**src/rtl/grid_io_cfg_bank.sv**
```systemverilog
// grid_io_cfg_bank: per-channel IO configuration bank with shadow/active
// double buffering, pad drive/enable mapping and a 2-flop input synchroniser.
// Optional feature: define GRID_IO_READBACK_EN to add a registered
// configuration readback port (rd_en/rd_addr/rd_sel -> rd_data/rd_valid).
module grid_io_cfg_bank #(
    parameter int NUM_IO = 8,
    parameter int CFG_W  = 2,
    localparam int ADDR_W = (NUM_IO > 1) ? $clog2(NUM_IO) : 1
) (
    input  logic              prog_clk,
    input  logic              pReset_n,
    input  logic              enable,
    input  logic [ADDR_W-1:0] address,
    input  logic [CFG_W-1:0]  data_in,
    input  logic              commit,
    input  logic              clr_err,
`ifdef GRID_IO_READBACK_EN
    input  logic              rd_en,
    input  logic [ADDR_W-1:0] rd_addr,
    input  logic              rd_sel,
    output logic [CFG_W-1:0]  rd_data,
    output logic              rd_valid,
`endif
    input  logic [NUM_IO-1:0] io_outpad,
    input  logic [NUM_IO-1:0] pad_in,
    output logic [NUM_IO-1:0] pad_out,
    output logic [NUM_IO-1:0] pad_oe,
    output logic [NUM_IO-1:0] io_inpad,
    output logic              cfg_dirty,
    output logic              addr_err
);

    // One extra bit so NUM_IO itself is representable for the range check.
    localparam logic [ADDR_W:0] NUM_IO_LIM = (ADDR_W + 1)'(NUM_IO);
    localparam bit              HAS_INV    = (CFG_W >= 2);
    localparam int              INV_BIT    = (CFG_W >= 2) ? 1 : 0;

    logic [CFG_W-1:0]  shadow [NUM_IO];
    logic [CFG_W-1:0]  active [NUM_IO];
    logic [NUM_IO-1:0] sync_1;
    logic [NUM_IO-1:0] sync_2;
    logic              write_legal;
    logic              write_illegal;
    logic [NUM_IO-1:0] write_hit;

    // Decode the write strobe into legal/illegal and a one-hot channel hit.
    always_comb begin
        write_legal   = enable && ({1'b0, address} < NUM_IO_LIM);
        write_illegal = enable && !({1'b0, address} < NUM_IO_LIM);
        for (int i = 0; i < NUM_IO; i++) begin
            write_hit[i] = write_legal && (address == ADDR_W'(i));
        end
    end

    // Shadow takes writes; commit copies shadow to active, with the write bypassing.
    always_ff @(posedge prog_clk or negedge pReset_n) begin
        if (!pReset_n) begin
            for (int i = 0; i < NUM_IO; i++) begin
                shadow[i] <= '0;
                active[i] <= '0;
            end
        end else begin
            for (int i = 0; i < NUM_IO; i++) begin
                if (write_hit[i]) begin
                    shadow[i] <= data_in;
                end
                if (commit) begin
                    active[i] <= write_hit[i] ? data_in : shadow[i];
                end
            end
        end
    end

    // Dirty tracks uncommitted writes; addr_err is sticky, set wins over clear.
    always_ff @(posedge prog_clk or negedge pReset_n) begin
        if (!pReset_n) begin
            cfg_dirty <= 1'b0;
            addr_err  <= 1'b0;
        end else begin
            if (commit) begin
                cfg_dirty <= 1'b0;
            end else if (write_legal) begin
                cfg_dirty <= 1'b1;
            end
            if (write_illegal) begin
                addr_err <= 1'b1;
            end else if (clr_err) begin
                addr_err <= 1'b0;
            end
        end
    end

    // Two-flop synchroniser for the asynchronous pad inputs.
    always_ff @(posedge prog_clk or negedge pReset_n) begin
        if (!pReset_n) begin
            sync_1 <= '0;
            sync_2 <= '0;
        end else begin
            sync_1 <= pad_in;
            sync_2 <= sync_1;
        end
    end

    // Pad mapping: bit0 enables the driver, bit1 inverts the input, driven pads read 0.
    always_comb begin
        pad_out  = io_outpad;
        pad_oe   = '0;
        io_inpad = '0;
        for (int i = 0; i < NUM_IO; i++) begin
            pad_oe[i]   = active[i][0];
            io_inpad[i] = active[i][0] ? 1'b0
                        : (sync_2[i] ^ (HAS_INV && active[i][INV_BIT]));
        end
    end

`ifdef GRID_IO_READBACK_EN
    logic [CFG_W-1:0] rd_word;

    // Select the addressed bank word; out-of-range addresses match nothing and read 0.
    always_comb begin
        rd_word = '0;
        for (int i = 0; i < NUM_IO; i++) begin
            if (rd_addr == ADDR_W'(i)) begin
                rd_word = rd_sel ? active[i] : shadow[i];
            end
        end
    end

    // Register the readback so it shows pre-edge contents one cycle after rd_en.
    always_ff @(posedge prog_clk or negedge pReset_n) begin
        if (!pReset_n) begin
            rd_data  <= '0;
            rd_valid <= 1'b0;
        end else begin
            rd_valid <= rd_en;
            if (rd_en) begin
                rd_data <= rd_word;
            end
        end
    end
`endif

endmodule

```
**config.mk**
```make
export PLATFORM = sky130hd
export DESIGN_NAME = grid_io_cfg_bank
export DESIGN_NICKNAME = d
export VERILOG_FILES = /design/src/rtl/grid_io_cfg_bank.sv
export SDC_FILE = /design/constraint.sdc
export NUM_CORES = 1
export LEC_CHECK = 0
export CAP_MARGIN = 20
export CORE_ASPECT_RATIO = 0.5
export CORE_UTILIZATION = 48
export DETAILED_ROUTE_END_ITERATION = 10
export GPL_TIMING_DRIVEN = 0
export HOLD_SLACK_MARGIN = 0.12
export MAX_ROUTING_LAYER = met4
export PLACE_DENSITY = 0.79
export SETUP_SLACK_MARGIN = 0.02
export SYNTH_ARGS = -nofsm -noshare
export SYNTH_HDL_FRONTEND = slang
export SYNTH_SLANG_ARGS = --single-unit
```
**constraint.sdc**
```tcl
create_clock -name prog_clk -period 1.5 [get_ports prog_clk]
set_clock_uncertainty 0.2 [all_clocks]
set_input_delay 0.3 -clock prog_clk [delete_from_list [all_inputs] [get_ports prog_clk]]
set_output_delay 0.3 -clock prog_clk [all_outputs]
set_load 0.05 [all_outputs]
```
### Word level (Yosys, flattened, before mapping)

Cells that the tools add are included.

| word-level totals | value |
|---|---|
| register bits after elaboration | 49 |
| output and inout port bits | 26 |
| logic and storage cells | 62 |

| operators by class | value |
|---|---|
| eq/ne operators | 7 |
| muxes and demuxes | 18 |
| bitwise gates (word level) | 8 |
| reductions and logical operators | 10 |

Operators with widths:

| operator | number |
|---|---|
| $mux W2 | 8 |
| $eq A3 B3 Y1 const B | 4 |
| $mux W1 | 10 |
| $logic_and A1 B1 Y1 | 8 |
| $xor A1 B1 Y1 | 8 |
| $eq A3 B2 Y1 const B | 2 |
| $eq A3 B1 Y1 const B | 1 |
| $logic_not A3 Y1 | 1 |
| $reduce_bool A2 Y1 | 1 |

### Logic depth before layout (Yosys ltp)

Gate-level depths: netlist of run 1.

| depth | value |
|---|---|
| depth in word-level cells | 3 |
| depth in mapped cells | 3 |

### Worst setup path before layout of run 1

OpenSTA, ideal clock, no wires.

| timing | value |
|---|---|
| kind | reg-to-output |
| from | register active[13] (netlist bit) |
| to | output port io_inpad[1] |
| arrival time | 1135 ps |
| slack | -135 ps |
| cell stages (with the launch flop) | 3 |
| path buffers | 0 |
| path through | dfrtp_1 xnor2_1 nor2_1 |

| on the way | value |
|---|---|
| longest elaborated chain between the ends | 2 |

RTL lines:

| what | line | RTL |
|---|---|---|
| start, declared | 39 | `logic [CFG_W-1:0] active [NUM_IO];` |
| start signal, assigned by index | 68 | `active[i] <= write_hit[i] ? data_in : shadow[i];` |
| $xor A1 B1 Y1 | 112 | `: (sync_2[i] ^ (HAS_INV && active[i][INV_BIT]));` |
| $mux W1 | 111 | `io_inpad[i] = active[i][0] ? 1'b0` |
| end, declared | 28 | `output logic [NUM_IO-1:0] io_inpad,` |

No other way between the ends.

### Worst setup path after layout of run 1

| timing | value |
|---|---|
| from | register active[9] (netlist bit) |
| to | output port io_inpad[3] |

The elaborated chain is that of the path after synthesis.

==> impl_results.md, run 1 <==
- Reg2reg setup slack: 240 ps
- Clock buffer depth: 2
- # Max-Cap Violations: 0
- Die span in y: 47.4 um
- P&R area growth vs syn: 38.0%
- Vias in the first global route: 1092
- Worst vdd ir: 0.594 mV
- Vias/cell: 4.73
- Net Count, Synth: 153
- Layout fillers: 293
- Worst hold path type: in -> reg
- Yosys reg bits: 49
- Drt total wl: 3190 um
- Critical Path Start Type: register
- RePlAce Congestion: 0.738
- H-tree levels: 2
- Sw Ratio: 34.0%
- Combinational share of power: 40.3%
- Final std cells w/o fill: 242
- Crit-path max FO: 2
- Data arrival, critical path: 1130 ps
- GRT Total Usage: 16.7%
- I/O pin count: 52
- Setup Viol. Count Final: 9
- Pre-CTS WS: -741 ps
- First-pass GRT wire length: 5110 um
- Endpoints failing hold: 0
- Sequential power share: 41.1%
- Avg WL per Cell: 13.2 um
- # port buffers: 40
- Via count: 1145
- Antenna Cells: 0
- Post-synthesis cell area: 1980 um^2
- Die area: 4390 um^2
- Register area share after synthesis: 62.0%
- Post-Synthesis Cells: 127
- Clock sinks: 49
- Number of synthesis warnings: 0
- Pwr/cell area: 1510 nW/um^2
- Clk_lat worst skew: 300 ps
- Crit share post-route: 108%
- Status: finished, violations left
- Num CTS Buffers: 5
- Num rows: 16
- Nature of the critical path endpoint: output pin
- Initial core utilization: 50.4%
- Data required time of the worst path: 1000 ps
- Internal: 2.72 mW
- Cell variety after synth: 12
- Inst Count DP: 222
- WS Path Type: reg -> out
- R2R cell count: 3
- Clock network fraction of total power: 18.6%
- Max Fclk: 615 MHz
- DRT iter0 DRCs: 32
- Root Driver: clkbuf_8
- Core box area: 3920 um^2
- Initial antenna violation count: 0
- Final worst setup slack: -125 ps
- Hold Crit Depth: 3
- Layout Utilization: 69.5%
- Grt ovf: 0
- Detail Placement HPWL: 2190 um
- Antenna Nets Post-Route: 0
- Layout cell share with drive strength beyond 1: 56.4%
- Final min period: 1630 ps
- Final nets: 213
- DRC viols: 0
- P_sw: 1.40 mW
- RSZ-0062 raised after global routing: yes
- Clk slew on worst S/H paths: 90 ps
- Leak: 1.26 nW
- CTS tree: yes
- Die width: 92.8 um
- Post-synthesis average cell area: 15.6 um^2
- DRT Pass-1 Iters: 4
- Max-slew violation count: 0
- Failing checks: negative setup slack
- Largest net degree at the start of global routing: 42
## worst max-delay path, cell delays in order, from the launching register on
cell     delay, ps
dfrtp_1        420
xnor2_2        150
nor2_2          90
buf_6          160
## area by class of cell
cell class	instances	area [um^2]	share of cell area (%)
clock buffers	5	68.8	2.52
plain buffers	19	168	6.14
flip-flops and latches	49	1230	44.9
multi-input cells	59	657	24.1
clock inverters	3	21.3	0.779
well taps	54	67.6	2.48
repair buffers	53	520	19.1
## registers in the layout (all words and copies together), names as in the netlist
register,flops
sync_1,8
shadow,16
sync_2,8
active,8
cfg_dirty,1
pad_oe,8
## cells in the final DEF, fill, tap and decap left out, drive strengths merged
master,netlist,routed
buf,19,53
dlygate4sd3,0,1
clkinvlp,0,1
xnor2,8,8
nor2,10,10
inv,0,1
nand4b,3,3
dfrtp,49,49
mux2,32,32
conb,1,1
nor4b,1,1
clkdlybuf4s50,0,8
nand4,1,1
dlygate4sd2,0,10
clkinv,0,1
clkbuf,0,5
and4bb,3,3
## power groups by stage
stage          Sequential [mW]  Combinational (mW)  Clock (mW)
4_1_cts                   1.69                1.63       0.786
5_1_grt                   1.72                1.74       0.848
3_5_place_dp              1.71                1.40           0
6_report                  1.69                1.66       0.765
3_3_place_gp              1.70                1.37           0
2_1_floorplan             1.68                1.00           0
## routing by layer
| layer | vias to the layer above | GRT usage [%] | share of wire [%] |
|---|---|---|---|
| li1 | 532 | - | - |
| met1 | 574 | 20.1 | 45 |
| met2 | 34 | 28.4 | 48 |
| met3 | 5 | 4.53 | 5.5 |
| met4 | 0 | 5.54 | 1.4 |
| met5 | - | - | 0 |
## worst paths after layout
kind                                       startpoint               endpoint
worst min-delay path                           enable  cfg_dirty$_DFFE_PN0P_
max in group asynchronous                    pReset_n   shadow[10]$_DFF_PN0_
worst max register to register  pad_oe[3]$_DFFE_PN0P_  pad_oe[3]$_DFFE_PN0P_
worst min register to register    sync_1[4]$_DFF_PN0_    sync_2[4]$_DFF_PN0_
worst max-delay path            active[9]$_DFFE_PN0P_            io_inpad[3]
min in group asynchronous                    pReset_n    sync_2[4]$_DFF_PN0_
## metrics by stage
step / total power, mW / cell area [um^2] / TNS, ps / hold slack [ps]
detailed placement: 3.11 / 2490 / -23300 / -33.1
global route: 4.31 / 2730 / -1350 / 163
CTS: 4.11 / 2700 / -833 / 136
finish: 4.12 / 2730 / -756 / 142
global placement: 3.07 / 2470 / -87790 / 132
floorplan: 2.68 / 2010 / -28.4 / -196
## cells in the mapped netlist
cell      number  area, um^2
mux2_4        12         180
nor4b_2        1        15.0
dfrtp_1       49        1230
buf_2          2        10.0
nand4b_1       3        26.3
nand4_1        1        6.26
and4bb_4       3        48.8
xnor2_1        8        70.1
mux2_2        20         225
buf_4         17         128
nor2_1        10        37.5
conb_1         1        3.75
## kinds of logic (layout without fill, tap and decap cells)
group         Yosys count  after routing  synth area share [%]
simple gates           18             18                  6.77
flops                  49             49                  62.0
other cells             1              1                 0.190
mux                    32             32                  20.5
buf+inv                19             80                  6.96
xor+xnor                8              8                  3.54
## timing repair
item	4_1_cts	5_1_grt
pin swaps	8	1
resized for setup	165	1
endpoints found under the hold margin	49	0
setup buffers	7	4
hold buffers	1	0
setup endpoints to repair	56	17
No activity file was read; power rests on OpenSTA's default activity.
==> inputs of run 2 (changes only) <==
Settings changed: CTS_CLUSTER_DIAMETER from default to 120.
==> results of run 2 <==
No change in the layout: final DEF, timing and power equal those of run 1.
==> inputs of run 3 (changes only) <==
Settings changed: CAP_MARGIN 20 to default.
==> results of run 3 <==
No change in the layout: final DEF, timing and power equal those of run 1.
